--- config.mk ---
export PLATFORM = sky130hd
export DESIGN_NAME = seq_divider_flat
export DESIGN_NICKNAME = d
export VERILOG_FILES = /design/src/rtl/seq_divider_if.sv /design/src/rtl/seq_divider.sv /design/src/flat_wrapper.sv
export SDC_FILE = /design/constraint.sdc
export NUM_CORES = 1
export LEC_CHECK = 0
export ABC_AREA = 0
export BUFFER_PORTS_ARGS = -buffer_cell sky130_fd_sc_hd__buf_4
export CAP_MARGIN = 15
export CORE_MARGIN = 5
export CORE_UTILIZATION = 30
export DETAILED_ROUTE_END_ITERATION = 12
export GPL_ROUTABILITY_DRIVEN = 0
export PLACE_DENSITY = 0.56
export SKIP_LAST_GASP = 1
export SLEW_MARGIN = 5
export SYNTH_ARGS = -nofsm -noshare
export SYNTH_HDL_FRONTEND = slang
export SYNTH_SLANG_ARGS = --single-unit
--- constraint.sdc ---
create_clock -name clk -period 2.3 [get_ports clk]
set_input_delay 0.23 -clock clk [delete_from_list [all_inputs] [get_ports clk]]
set_output_delay 0.23 -clock clk [all_outputs]
set_load 0.005 [all_outputs]
--- src/rtl/seq_divider_if.sv ---
// Start/ready request and result bundle between a requester and the shared
// multi-cycle divider.
interface seq_divider_if #(
    parameter int WIDTH = 8
);
    logic             start;
    logic             signed_mode;
    logic [WIDTH-1:0] dividend;
    logic [WIDTH-1:0] divisor;
    logic [WIDTH-1:0] quotient;
    logic [WIDTH-1:0] remainder;
    logic             ready;
    logic             busy;
    logic             done;
    logic             div_by_zero;
    logic             overflow;

    modport master (
        output start, signed_mode, dividend, divisor,
        input  quotient, remainder, ready, busy, done, div_by_zero, overflow
    );

    modport slave (
        input  start, signed_mode, dividend, divisor,
        output quotient, remainder, ready, busy, done, div_by_zero, overflow
    );
endinterface

--- src/rtl/seq_divider.sv ---
// Restoring divider: one quotient bit per cycle on magnitudes, with sign
// correction, divide-by-zero and signed-overflow handling in a final FIX cycle.
module seq_divider #(
    parameter int WIDTH     = 8,
    parameter bit SIGNED_EN = 1'b1
) (
    input  logic          clk,
    input  logic          rst,
    seq_divider_if.slave  bus
);
    localparam int CW = $clog2(WIDTH) + 1;
    localparam logic [WIDTH-1:0] MOST_NEG = {1'b1, {(WIDTH-1){1'b0}}};

    typedef enum logic [1:0] {IDLE, CALC, FIX} state_e;

    state_e           state_q, state_d;
    logic [WIDTH-1:0] a_q, a_d, q_q, q_d, m_q, m_d;
    logic [WIDTH-1:0] dividend_q, dividend_d, divisor_q, divisor_d;
    logic [WIDTH-1:0] quotient_q, quotient_d, remainder_q, remainder_d;
    logic [CW-1:0]    cnt_q, cnt_d;
    logic             sgn_q, sgn_d, done_q, done_d, dbz_q, dbz_d, ovf_q, ovf_d;

    logic [WIDTH:0]   aShift, trial;
    logic             sgnIn, isOvf, negQuot, negRem;

    always_ff @(posedge clk or posedge rst) begin
        if (rst) begin
            state_q     <= IDLE;
            a_q         <= '0;
            q_q         <= '0;
            m_q         <= '0;
            dividend_q  <= '0;
            divisor_q   <= '0;
            quotient_q  <= '0;
            remainder_q <= '0;
            cnt_q       <= '0;
            sgn_q       <= 1'b0;
            done_q      <= 1'b0;
            dbz_q       <= 1'b0;
            ovf_q       <= 1'b0;
        end else begin
            state_q     <= state_d;
            a_q         <= a_d;
            q_q         <= q_d;
            m_q         <= m_d;
            dividend_q  <= dividend_d;
            divisor_q   <= divisor_d;
            quotient_q  <= quotient_d;
            remainder_q <= remainder_d;
            cnt_q       <= cnt_d;
            sgn_q       <= sgn_d;
            done_q      <= done_d;
            dbz_q       <= dbz_d;
            ovf_q       <= ovf_d;
        end
    end

    always_comb begin
        state_d     = state_q;
        a_d         = a_q;
        q_d         = q_q;
        m_d         = m_q;
        dividend_d  = dividend_q;
        divisor_d   = divisor_q;
        quotient_d  = quotient_q;
        remainder_d = remainder_q;
        cnt_d       = cnt_q;
        sgn_d       = sgn_q;
        done_d      = 1'b0;
        dbz_d       = dbz_q;
        ovf_d       = ovf_q;

        sgnIn   = bus.signed_mode & SIGNED_EN;
        // Partial remainder after the shift can reach 2*M-1, so it needs one extra bit.
        aShift  = {a_q, q_q[WIDTH-1]};
        trial   = aShift - {1'b0, m_q};
        isOvf   = sgn_q && (dividend_q == MOST_NEG) && (divisor_q == '1);
        negQuot = sgn_q & (dividend_q[WIDTH-1] ^ divisor_q[WIDTH-1]);
        negRem  = sgn_q & dividend_q[WIDTH-1];

        case (state_q)
            IDLE: begin
                if (bus.start) begin
                    dividend_d = bus.dividend;
                    divisor_d  = bus.divisor;
                    sgn_d      = sgnIn;
                    dbz_d      = 1'b0;
                    ovf_d      = 1'b0;
                    if (bus.divisor == '0) begin
                        state_d = FIX;
                    end else begin
                        a_d     = '0;
                        q_d     = (sgnIn && bus.dividend[WIDTH-1]) ? -bus.dividend : bus.dividend;
                        m_d     = (sgnIn && bus.divisor[WIDTH-1])  ? -bus.divisor  : bus.divisor;
                        cnt_d   = '0;
                        state_d = CALC;
                    end
                end
            end
            CALC: begin
                cnt_d = cnt_q + CW'(1);
                if (!trial[WIDTH]) begin
                    a_d = trial[WIDTH-1:0];
                    q_d = {q_q[WIDTH-2:0], 1'b1};
                end else begin
                    a_d = aShift[WIDTH-1:0];
                    q_d = {q_q[WIDTH-2:0], 1'b0};
                end
                if (cnt_q == CW'(WIDTH - 1)) begin
                    state_d = FIX;
                end
            end
            FIX: begin
                state_d = IDLE;
                done_d  = 1'b1;
                if (divisor_q == '0) begin
                    quotient_d  = '1;
                    remainder_d = dividend_q;
                    dbz_d       = 1'b1;
                end else if (isOvf) begin
                    quotient_d  = MOST_NEG;
                    remainder_d = '0;
                    ovf_d       = 1'b1;
                end else begin
                    quotient_d  = negQuot ? -q_q : q_q;
                    remainder_d = negRem  ? -a_q : a_q;
                end
            end
            default: state_d = IDLE;
        endcase
    end

    assign bus.quotient    = quotient_q;
    assign bus.remainder   = remainder_q;
    assign bus.ready       = (state_q == IDLE);
    assign bus.busy        = (state_q != IDLE);
    assign bus.done        = done_q;
    assign bus.div_by_zero = dbz_q;
    assign bus.overflow    = ovf_q;
endmodule

--- src/flat_wrapper.sv ---
// flat-port wrapper written by rule: the top's interface ports become plain ports
module seq_divider_flat 
#(
    parameter int WIDTH     = 8,
    parameter bit SIGNED_EN = 1'b1
)
  (clk, rst, bus_start, bus_signed_mode, bus_dividend, bus_divisor, bus_quotient, bus_remainder, bus_ready, bus_busy, bus_done, bus_div_by_zero, bus_overflow);
  seq_divider_if #(.WIDTH(WIDTH)) bus_i ();
  input  logic clk;
  input  logic rst;
  input wire logic [$bits(bus_i.start)-1:0] bus_start;
  input wire logic [$bits(bus_i.signed_mode)-1:0] bus_signed_mode;
  input wire logic [$bits(bus_i.dividend)-1:0] bus_dividend;
  input wire logic [$bits(bus_i.divisor)-1:0] bus_divisor;
  output wire logic [$bits(bus_i.quotient)-1:0] bus_quotient;
  output wire logic [$bits(bus_i.remainder)-1:0] bus_remainder;
  output wire logic [$bits(bus_i.ready)-1:0] bus_ready;
  output wire logic [$bits(bus_i.busy)-1:0] bus_busy;
  output wire logic [$bits(bus_i.done)-1:0] bus_done;
  output wire logic [$bits(bus_i.div_by_zero)-1:0] bus_div_by_zero;
  output wire logic [$bits(bus_i.overflow)-1:0] bus_overflow;
  assign bus_i.start = bus_start;
  assign bus_i.signed_mode = bus_signed_mode;
  assign bus_i.dividend = bus_dividend;
  assign bus_i.divisor = bus_divisor;
  assign bus_quotient = bus_i.quotient;
  assign bus_remainder = bus_i.remainder;
  assign bus_ready = bus_i.ready;
  assign bus_busy = bus_i.busy;
  assign bus_done = bus_i.done;
  assign bus_div_by_zero = bus_i.div_by_zero;
  assign bus_overflow = bus_i.overflow;
  seq_divider #(.WIDTH(WIDTH), .SIGNED_EN(SIGNED_EN)) u_core (.clk(clk), .rst(rst), .bus(bus_i));
endmodule
==> metrics <==
first-pass GRT wire length=17100 um; Critical Path Sink Type=flop; area of all placed cells without fillers=0.00472 mm2; final total negative setup slack=0 ns; worst voltage drop across the vdd grid=558 uV; first drt pass iteration count=5; category of the critical setup timing path=flop to flop; site row count=40; violations in the final reports=hold timing; filler cell count=1235; count of unique library cells instantiated by Yosys=53; PortBufs=40; Total Nets Final=513; Hold WC Path Type=input port to async pin; number of enable flip-flop cells after synthesis=0; CTS Buffer Depth=2; leakage power=0.00219 uW; clock skew after layout=0.00573 ns; vias after detailed routing=3268; number of global-route vias before repair=3277; num ports=41; cell at the root of the clock tree=clkbuf_16; Post-CTS Hold Buffers=0; portion of the post-synthesis area used by sequential elements=0.446; area of the mapped netlist=0.00370 mm2; combined area of the multi-input logic cells=0.00191 mm2; Yosys warning total=0; post-route total power=6930 uW; Vias per Instance=5.01; total global routing track utilization=0.149; wire length per cell=15.5 um; clock period minus worst slack=2.30 ns; Register Area=0.00165 mm2; Cells after Synth=415; Clock Sinks=66; Post-synth top flop=dfrtp_1; core area=0.0121 mm2; flip-flop and latch count after synthesis=66; Max FO, Critical Path=6; area growth from synthesis to layout=27.4%; run status=finished, violations left; power density of the placed cells=1470 mW/mm2; worst slew pin tran=0.641 ns; clock tree from TritonCTS=built; final setup violation count=0; Iter 0 DRT Violations=201; fraction of layout instances using a drive strength above 1=0.202; logic depth of the worst register-to-register path=10; final hold vios=17; CTS clk-pin slew, worst paths=0.06 ns; Max Clk Rate=0.436 GHz; die outline width=121 um; floorplan die height=121 um; antenna violations before repair=0; syn_nets=449; clock buffer count from CTS=9; Die Footprint=0.0147 mm2; required time at the endpoint of the critical path=2.51 ns; headroom to the max-slew limit=0.572; max-slew violation count=0; Hold Worst Slack=-0.00913 ns; launching element type of the critical path=flop; total congestion overflow after global routing=0; overall routed net length=10100 um; Detail Placement HPWL=7590 um; Max H-tree Level=3; number of diodes=0; placed cell areas=0.00436 mm2; syn avg cell area=8.93 um2; max capacitance violation total=0; final cycle utilization of the critical path=0.998; worst skew pair latency=0.33 ns; RSZ-0062 raised after global routing=yes; maximum number of pins on one net before global-route repair=39; Detail Route Antenna Nets=0; endpoint arrival time on the critical path=2.50 ns; post-route DRC violation count=0; Initial Util=0.307; asr flop ratio synth=1.00
-- final cells by class --
| cell class | instances | share of cell area |
|---|---|---|
| timing repair buffer | 68 | 0.112 |
| clock inverter | 4 | 0.0156 |
| inverter | 23 | 0.0183 |
| clock buffer | 12 | 0.0543 |
| tap | 168 | 0.0445 |
| multi-input combinational | 311 | 0.406 |
| sequential | 66 | 0.350 |
-- critical path, cell delays in order (launching register included) --
cell,delay [ns]
dfrtp_1,0.38
inv_2,0.08
ha_4,0.13
inv_2,0.03
fa_2,0.36
a211oi_4,0.26
o211ai_2,0.12
a221oi_2,0.34
buf_6,0.19
mux2i_1,0.20
o21ai_1,0.07
-- synthesized netlist by cell type, types with 3 or more instances --
master | n | area share
a211oi_1 | 3 | 0.0061
a21oi_1 | 31 | 0.042
a221o_1 | 4 | 0.011
a22oi_1 | 9 | 0.018
buf_2 | 4 | 0.0054
clkbuf_1 | 8 | 0.0081
dfrtp_1 | 66 | 0.45
ha_1 | 13 | 0.044
inv_1 | 23 | 0.023
mux2i_1 | 7 | 0.019
nand2_1 | 78 | 0.079
nand2b_1 | 3 | 0.0051
nand3_1 | 6 | 0.0081
nor2_1 | 28 | 0.028
nor3_1 | 9 | 0.012
nor3b_1 | 3 | 0.0061
nor4_1 | 6 | 0.010
o21ai_0 | 38 | 0.051
o21ai_1 | 3 | 0.0041
or3_1 | 3 | 0.0051
xnor2_1 | 14 | 0.033
xor2_1 | 12 | 0.028
-- where the power goes --
group          internal, uW  switching (uW)  total, uW  leakage (uW)
Sequential             1650             411       2060      0.000842
Clock                  1010             510       1520      0.000163
Combinational          1560            1800       3350       0.00118
-- stage by stage --
| step | setup WS [ns] | utilization | std cells | hold WS, ns |
|---|---|---|---|---|
| finish | 0.00442 | 0.391 | 652 | -0.00913 |
| floorplan | -0.0282 | - | 415 | 0.335 |
| global placement | 0.0283 | 0.361 | 633 | 0.357 |
| CTS | 0.00150 | 0.389 | 650 | 0.0102 |
| detailed placement | -0.0342 | 0.361 | 633 | 0.364 |
| global route | -0.0995 | 0.391 | 652 | 0.0455 |
-- layer usage --
metal,global-route usage,part of all wire
met2,0.229,0.45
met3,0.0415,0.057
met5,0,0
met1,0.204,0.47
met4,0.0446,0.018
-- logic make-up after synthesis --
family / after synthesis / synth area share
adders and majority gates: 14 / 0.0493
xor gates and xnor gates: 26 / 0.0615
DFF: 66 / 0.446
muxes: 8 / 0.0220
buffers and inverters: 38 / 0.0432
AOI/OAI and AO/OA: 116 / 0.201
and+or+nand+nor: 147 / 0.177
-- state kept, by name, summed over array words and instances (netlist names), 4 cells and up --
name,cells
u_core.divisor_q,8
u_core.bus.quotient,8
u_core.cnt_q,4
u_core.m_q,8
u_core.dividend_q,8
u_core.bus.remainder,8
u_core.q_q,8
u_core.a_q,8
-- final timing paths --
| kind | from | slack (ns) | to |
|---|---|---|---|
| max | u_core.q_q[7] | 0.004 | u_core.a_q[3] |
| min | rst | -0.009 | u_core.q_q[4] |
| max reg2reg | u_core.q_q[7] | 0.004 | u_core.a_q[3] |
| min reg2reg | u_core.m_q[1] | 0.48 | u_core.m_q[1] |
| max in group asynchronous | rst | 1.68 | u_core.q_q[7] |
| min in group clk | bus_dividend[5] | 0.12 | u_core.dividend_q[5] |
-- timing repair --
action / in CTS / in global routing
setup buffers: 0 / 2
setup endpoints to repair: 6 / 9
resized for setup: 1 / 5
pin swaps: 2 / 0
cloned: 1 / 0
-- cell usage in the layout (no fill, tap or decap), types with 8 or more instances in the layout --
cell type / netlist / layout
a21oi_1: 31 / 31
a22oi_1: 9 / 8
buf_4: 0 / 66
clkbuf_16: 0 / 9
dfrtp_1: 66 / 66
ha_1: 13 / 12
inv_1: 23 / 20
nand2_1: 78 / 78
nor2_1: 28 / 28
nor3_1: 9 / 9
o21ai_0: 38 / 37
xnor2_1: 14 / 14
xor2_1: 12 / 12
Note: power is estimated with default switching activity, not from simulation.
